**config.mk**
```make
export PLATFORM = sky130hd
export DESIGN_NAME = zap_wb_master_arb
export DESIGN_NICKNAME = d
export VERILOG_FILES = /design/src/rtl/zap_wb_master_arb.sv
export SDC_FILE = /design/constraint.sdc
export NUM_CORES = 1
export LEC_CHECK = 0
export BUFFER_PORTS_ARGS = -buffer_cell sky130_fd_sc_hd__buf_2
export CAP_MARGIN = 20
export CORE_AREA = 8 8 155 157
export CTS_CLUSTER_DIAMETER = 50
export DETAILED_ROUTE_END_ITERATION = 16
export DIE_AREA = 0 0 163 165
export PLACE_DENSITY = 0.59
export SLEW_MARGIN = 20
export SYNTH_ARGS = -nofsm -noshare
export SYNTH_HDL_FRONTEND = slang
export SYNTH_SLANG_ARGS = --single-unit
```
**constraint.sdc**
```tcl
create_clock -name i_clk -period 2.45 [get_ports i_clk]
set_input_delay 0.49 -clock i_clk [delete_from_list [all_inputs] [get_ports i_clk]]
set_output_delay 0.49 -clock i_clk [all_outputs]
set_load 0.03 [all_outputs]
```
**src/rtl/zap_wb_master_arb.sv**
```systemverilog
// N-master Wishbone arbiter/mux. The masters present next-cycle requests; the
// arbiter registers the owner's request onto one bus. Fixed priority by default; define ZAP_WB_ARB_RR_EN for round-robin.
module zap_wb_master_arb #(
  parameter int NUM_MASTERS = 3,
  parameter int ADDR_W      = 32,
  parameter int DATA_W      = 32,
  localparam int IDX_W      = ($clog2(NUM_MASTERS) > 1) ? $clog2(NUM_MASTERS) : 1,
  localparam int SEL_W      = DATA_W / 8
) (
  input  logic                          i_clk,
  input  logic                          i_reset_n,
  input  logic [NUM_MASTERS-1:0]        i_m_cyc_nxt,
  input  logic [NUM_MASTERS-1:0]        i_m_stb_nxt,
  input  logic [NUM_MASTERS-1:0]        i_m_wen_nxt,
  input  logic [NUM_MASTERS*SEL_W-1:0]  i_m_sel_nxt,
  input  logic [NUM_MASTERS*DATA_W-1:0] i_m_dat_nxt,
  input  logic [NUM_MASTERS*ADDR_W-1:0] i_m_adr_nxt,
  input  logic [NUM_MASTERS*3-1:0]      i_m_cti_nxt,
  output logic [NUM_MASTERS-1:0]        o_m_ack,
  output logic [NUM_MASTERS-1:0]        o_m_err,
  output logic                          o_wb_cyc,
  output logic                          o_wb_stb,
  output logic                          o_wb_wen,
  output logic [SEL_W-1:0]              o_wb_sel,
  output logic [DATA_W-1:0]             o_wb_dat,
  output logic [ADDR_W-1:0]             o_wb_adr,
  output logic [2:0]                    o_wb_cti,
  output logic                          o_wb_cyc_nxt,
  output logic                          o_wb_stb_nxt,
  output logic                          o_wb_wen_nxt,
  output logic [SEL_W-1:0]              o_wb_sel_nxt,
  output logic [DATA_W-1:0]             o_wb_dat_nxt,
  output logic [ADDR_W-1:0]             o_wb_adr_nxt,
  output logic [2:0]                    o_wb_cti_nxt,
  input  logic                          i_wb_ack,
  input  logic                          i_wb_err,
  input  logic [DATA_W-1:0]             i_wb_dat,
  output logic [IDX_W-1:0]              o_owner,
  output logic                          o_busy
);

  logic [IDX_W-1:0]  owner_q, owner_d, winner;
  logic              cyc_q, stb_q, wen_q;
  logic [SEL_W-1:0]  sel_q;
  logic [DATA_W-1:0] dat_q;
  logic [ADDR_W-1:0] adr_q;
  logic [2:0]        cti_q;
  logic              own_cyc, arb_ok, any_req;

  // Read data is fanned out to the masters outside this block.
  logic unused_rdata;
  assign unused_rdata = ^i_wb_dat;

  always_comb begin
    own_cyc = 1'b0;
    for (int k = 0; k < NUM_MASTERS; k++)
      if (owner_q == IDX_W'(k)) own_cyc = i_m_cyc_nxt[k];
  end

  // Owner keeps the bus while it holds CYC across beats.
  assign arb_ok  = (!stb_q || i_wb_ack || i_wb_err) && !(cyc_q && own_cyc);
  assign any_req = |i_m_cyc_nxt;

`ifdef ZAP_WB_ARB_RR_EN
  logic [IDX_W-1:0] hi_win, lo_win;
  logic             hi_found;

  // Lowest requester above the owner, else lowest requester overall (wrap).
  always_comb begin
    hi_win   = '0;
    lo_win   = '0;
    hi_found = 1'b0;
    for (int k = NUM_MASTERS - 1; k >= 0; k--) begin
      if (i_m_cyc_nxt[k]) begin
        lo_win = IDX_W'(k);
        if (IDX_W'(k) > owner_q) begin
          hi_win   = IDX_W'(k);
          hi_found = 1'b1;
        end
      end
    end
    winner = hi_found ? hi_win : lo_win;
  end
`else
  always_comb begin
    winner = owner_q;
    for (int k = 0; k < NUM_MASTERS; k++)
      if (i_m_cyc_nxt[k]) winner = IDX_W'(k);
  end
`endif

  assign owner_d = (arb_ok && any_req) ? winner : owner_q;

  always_comb begin
    o_wb_cyc_nxt = 1'b0;
    o_wb_stb_nxt = 1'b0;
    o_wb_wen_nxt = 1'b0;
    o_wb_sel_nxt = '0;
    o_wb_dat_nxt = '0;
    o_wb_adr_nxt = '0;
    o_wb_cti_nxt = 3'b000;
    for (int k = 0; k < NUM_MASTERS; k++) begin
      if (owner_d == IDX_W'(k)) begin
        o_wb_cyc_nxt = i_m_cyc_nxt[k];
        o_wb_stb_nxt = i_m_stb_nxt[k];
        o_wb_wen_nxt = i_m_wen_nxt[k];
        o_wb_sel_nxt = i_m_sel_nxt[k*SEL_W +: SEL_W];
        o_wb_dat_nxt = i_m_dat_nxt[k*DATA_W +: DATA_W];
        o_wb_adr_nxt = i_m_adr_nxt[k*ADDR_W +: ADDR_W];
        o_wb_cti_nxt = i_m_cti_nxt[k*3 +: 3];
      end
    end
  end

  always_comb begin
    o_m_ack = '0;
    o_m_err = '0;
    for (int k = 0; k < NUM_MASTERS; k++) begin
      if (owner_q == IDX_W'(k)) begin
        o_m_ack[k] = i_wb_ack;
        o_m_err[k] = i_wb_err;
      end
    end
  end

  always_ff @(posedge i_clk or negedge i_reset_n) begin
    if (!i_reset_n) begin
      owner_q <= '0;
      cyc_q   <= 1'b0;
      stb_q   <= 1'b0;
      wen_q   <= 1'b0;
      sel_q   <= '0;
      dat_q   <= '0;
      adr_q   <= '0;
      cti_q   <= 3'b000;
    end else begin
      owner_q <= owner_d;
      cyc_q   <= o_wb_cyc_nxt;
      stb_q   <= o_wb_stb_nxt;
      wen_q   <= o_wb_wen_nxt;
      sel_q   <= o_wb_sel_nxt;
      dat_q   <= o_wb_dat_nxt;
      adr_q   <= o_wb_adr_nxt;
      cti_q   <= o_wb_cti_nxt;
    end
  end

  assign o_wb_cyc = cyc_q;
  assign o_wb_stb = stb_q;
  assign o_wb_wen = wen_q;
  assign o_wb_sel = sel_q;
  assign o_wb_dat = dat_q;
  assign o_wb_adr = adr_q;
  assign o_wb_cti = cti_q;
  assign o_owner  = owner_q;
  assign o_busy   = cyc_q;

endmodule

```
==> results.md <==
* Die width at 163 µm
* Status: finished with violations
* Layout Nets at 1214
* Worst path max stage delay at 0.39 ns
* MaxCap Viol Count at 0
* Period utilization at 1.18
* Yosys warns at 0
* Core area at 21500 µm²
* CP arrival at 2.40 ns
* Multi-input gate area at 3680 µm²
* Library cells used by synthesis at 32
* Clock slew seen by the registers of the worst setup and hold paths at 0.07 ns
* Initial antenna violation count at 1
* Number of enable flip-flop cells after synthesis at 0
* Crit path max fanout at 8
* CP Capture Type: primary output
* Clock Tree Buf Depth at 2
* Vias at 6224
* Sequential area share after synthesis at 0.393
* RSZ-0062 raised after global routing: yes
* Post-Syn Area per Cell at 10.4 µm²
* 1st-iter DRT viols at 316
* IO Pins at 415
* Commonest non-fill, non-tap cell in the layout: buf_2
* Port bufs at 382
* Worst hold path class: input pin to async pin
* TritonRoute pass-1 iters at 5
* Clk_skew at 0.0114 ns
* Number of H-tree levels at 3
* Final Util at 0.517
* CP max stage cell: or3b_4
* WL/cell at 23.3 µm
* Via/cell ratio at 5.02
* Ys async rst share at 1.00
* Critical Path RT at 1.96 ns
* Max-slew violation count at 0
* Peak VDD IR at 0.865 mV
* Hold violation count in the final report at 0
* Total clock sinks at 76
* Initial core utilization at 0.225
* Relative slew margins at 0.723
* CTS tree: done
* Critical Path, Cell by Cell: or3b_4 > o2111a_2 > a211o_4 > buf_12 > buf_16 > o221ai_4 > buf_6
* Post-synthesis register bit count at 76
* Maximum clock rate at 346 MHz
* Setup Viol. Count Final at 73
* Die ar. at 26900 µm²
* Setup crit start kind: flop
* Gp weighted congestion at 0.784
* Die Y at 165 µm
* CP top delay family: compound AO/OA/AOI/OAI gates
* Post-synthesis instance area at 4840 µm²
* Post-route DRC violation count at 0
* Main synth FF type: dfrtp_1
* Static leakage at 5.17 nW
* Failing checks: setup timing
* Final TNS setup at -27.74 ns
* CTS root buffer: clkbuf_16
* DP Worst Slack at -0.394 ns
* Layout area overhead at 130%
* Clock latency at the later pin of the worst-skew pair at 0.34 ns
* Cell Pwr Density at 1380 nW/µm²
* First-pass GRT wire length at 40500 µm
* TritonCTS Buffers at 9
* FP Rows at 54
* Number of global-route vias before repair at 6859
* Hold buffers post-CTS at 0
* Final worst path period need at 2.89 ns
* Total GRT Usage at 0.196
* Buf/Inv on CP at 3
* FF/Latch Area at 1900 µm²
* # fillers at 1831
* Wirelength, routed at 28900 µm
* Post-DP HPWL at 18800 µm
* WS Path Type: flop to primary output
* Congestion Overflow GR at 0
* Commonest non-fill, non-tap cells in the layout: buf_2 (308), buf_6 (92), buf_4 (90)
* Synthesized Nets at 722
* Layout cells sized above 1 at 0.748
* Post-DRT Antenna Nets at 0
* Largest net degree at the start of global routing at 37
* Cell count after synthesis at 464
* Hold slack at 0.0680 ns
* Final worst setup slack at -0.437 ns
* Slew @ Worst Pin at 0.415 ns
worst reg2reg max path, cell delays in order, from the launching register on:
cell and delay [ns]:
dfrtp_2 0.36, or3b_4 0.39, o2111a_2 0.18, buf_4 0.15
buf_8 0.18, buf_4 0.22, o2111ai_2 0.23, o221ai_4 0.14
buf_4 0.15, buf_4 0.12
area by class of cell:
| class | count | share of cell area |
|---|---|---|
| Antenna cell | 1 | 0.000225 |
| Clock buffer | 11 | 0.0218 |
| Clock inverter | 4 | 0.00878 |
| Inverter | 76 | 0.0257 |
| Multi-Input combinational cell | 246 | 0.331 |
| Sequential cell | 76 | 0.171 |
| Tap cell | 280 | 0.0315 |
| Timing Repair Buffer | 547 | 0.409 |
metal layers:
| metal | GRT usage | part of all wire | routed length (µm) | up-vias |
|---|---|---|---|---|
| li1 | - | - | - | 2818 |
| met1 | 0.220 | 0.38 | 10900 | 3061 |
| met2 | 0.346 | 0.53 | 15200 | 299 |
| met3 | 0.0543 | 0.075 | 2160 | 46 |
| met4 | 0.0801 | 0.021 | 602 | 0 |
| met5 | 0 | 0 | 0 | - |
cell usage after synthesis, types with 2 or more instances:
cell	instances	area share
dfrtp_1	76	0.39
nand3_1	73	0.075
o2111ai_1	73	0.13
nor2_1	2	0.0016
and3_1	2	0.0026
buf_1	2	0.0016
o221ai_2	70	0.22
inv_1	76	0.059
nor3b_1	4	0.0062
o221ai_1	3	0.0054
nand2_1	2	0.0016
clkbuf_1	26	0.020
buf_4	3	0.0047
buf_6	9	0.021
buf_2	26	0.027
through the flow:
stage / total power, mW / std cells / area, µm²
CTS: 14.6 / 1217 / 10300
global route: 16.0 / 1241 / 11100
floorplan: 7.45 / 464 / 5230
detailed placement: 10.6 / 1162 / 8230
finish: 15.4 / 1241 / 11100
global placement: 10.6 / 1162 / 8230
cells by family after synthesis:
group                  count (synthesis)  synth area share
AO/OA/AOI/OAI                        154             0.371
flip-flops                            76             0.393
AND/OR/NAND/NOR                       91             0.101
multiplexers                           1           0.00207
buffers and inverters                142             0.133
power breakdown:
group / internal [mW] / switching [mW] / total, mW
clock: 1.02 / 0.568 / 1.59
combinational: 5.11 / 6.67 / 11.8
sequential: 1.85 / 0.167 / 2.01
worst paths after layout:
check	start	endpoint	slack (ns)	cells after the start
min in group i_clk	i_m_dat_nxt[30]	o_wb_dat[30]	0.47	3
worst max register to register	o_wb_stb	o_wb_adr[21]	0.21	9
worst max-delay path	o_wb_stb	o_wb_adr_nxt[25]	-0.44	7
worst min-delay path	i_reset_n	o_wb_stb	0.07	1
worst min register to register	o_owner[0]	o_busy	0.85	3
max in group asynchronous	i_reset_n	o_wb_adr[17]	1.74	2
repair_timing:
item | in CTS | in global routing
setup buffers | 24 | 15
endpoints found under the setup margin | 73 | 73
pin swaps | 27 | 35
cloned | 16 | 8
gates resized for setup | 254 | 67
registers in the layout (all words and copies together), names as in the netlist:
| register | cells |
|---|---|
| o_owner | 2 |
| o_wb_wen | 1 |
| o_wb_stb | 1 |
| o_wb_dat | 32 |
| o_wb_adr | 32 |
| o_wb_cti | 3 |
| o_wb_sel | 4 |
| o_busy | 1 |
Note: power is estimated with default switching activity, not from simulation.
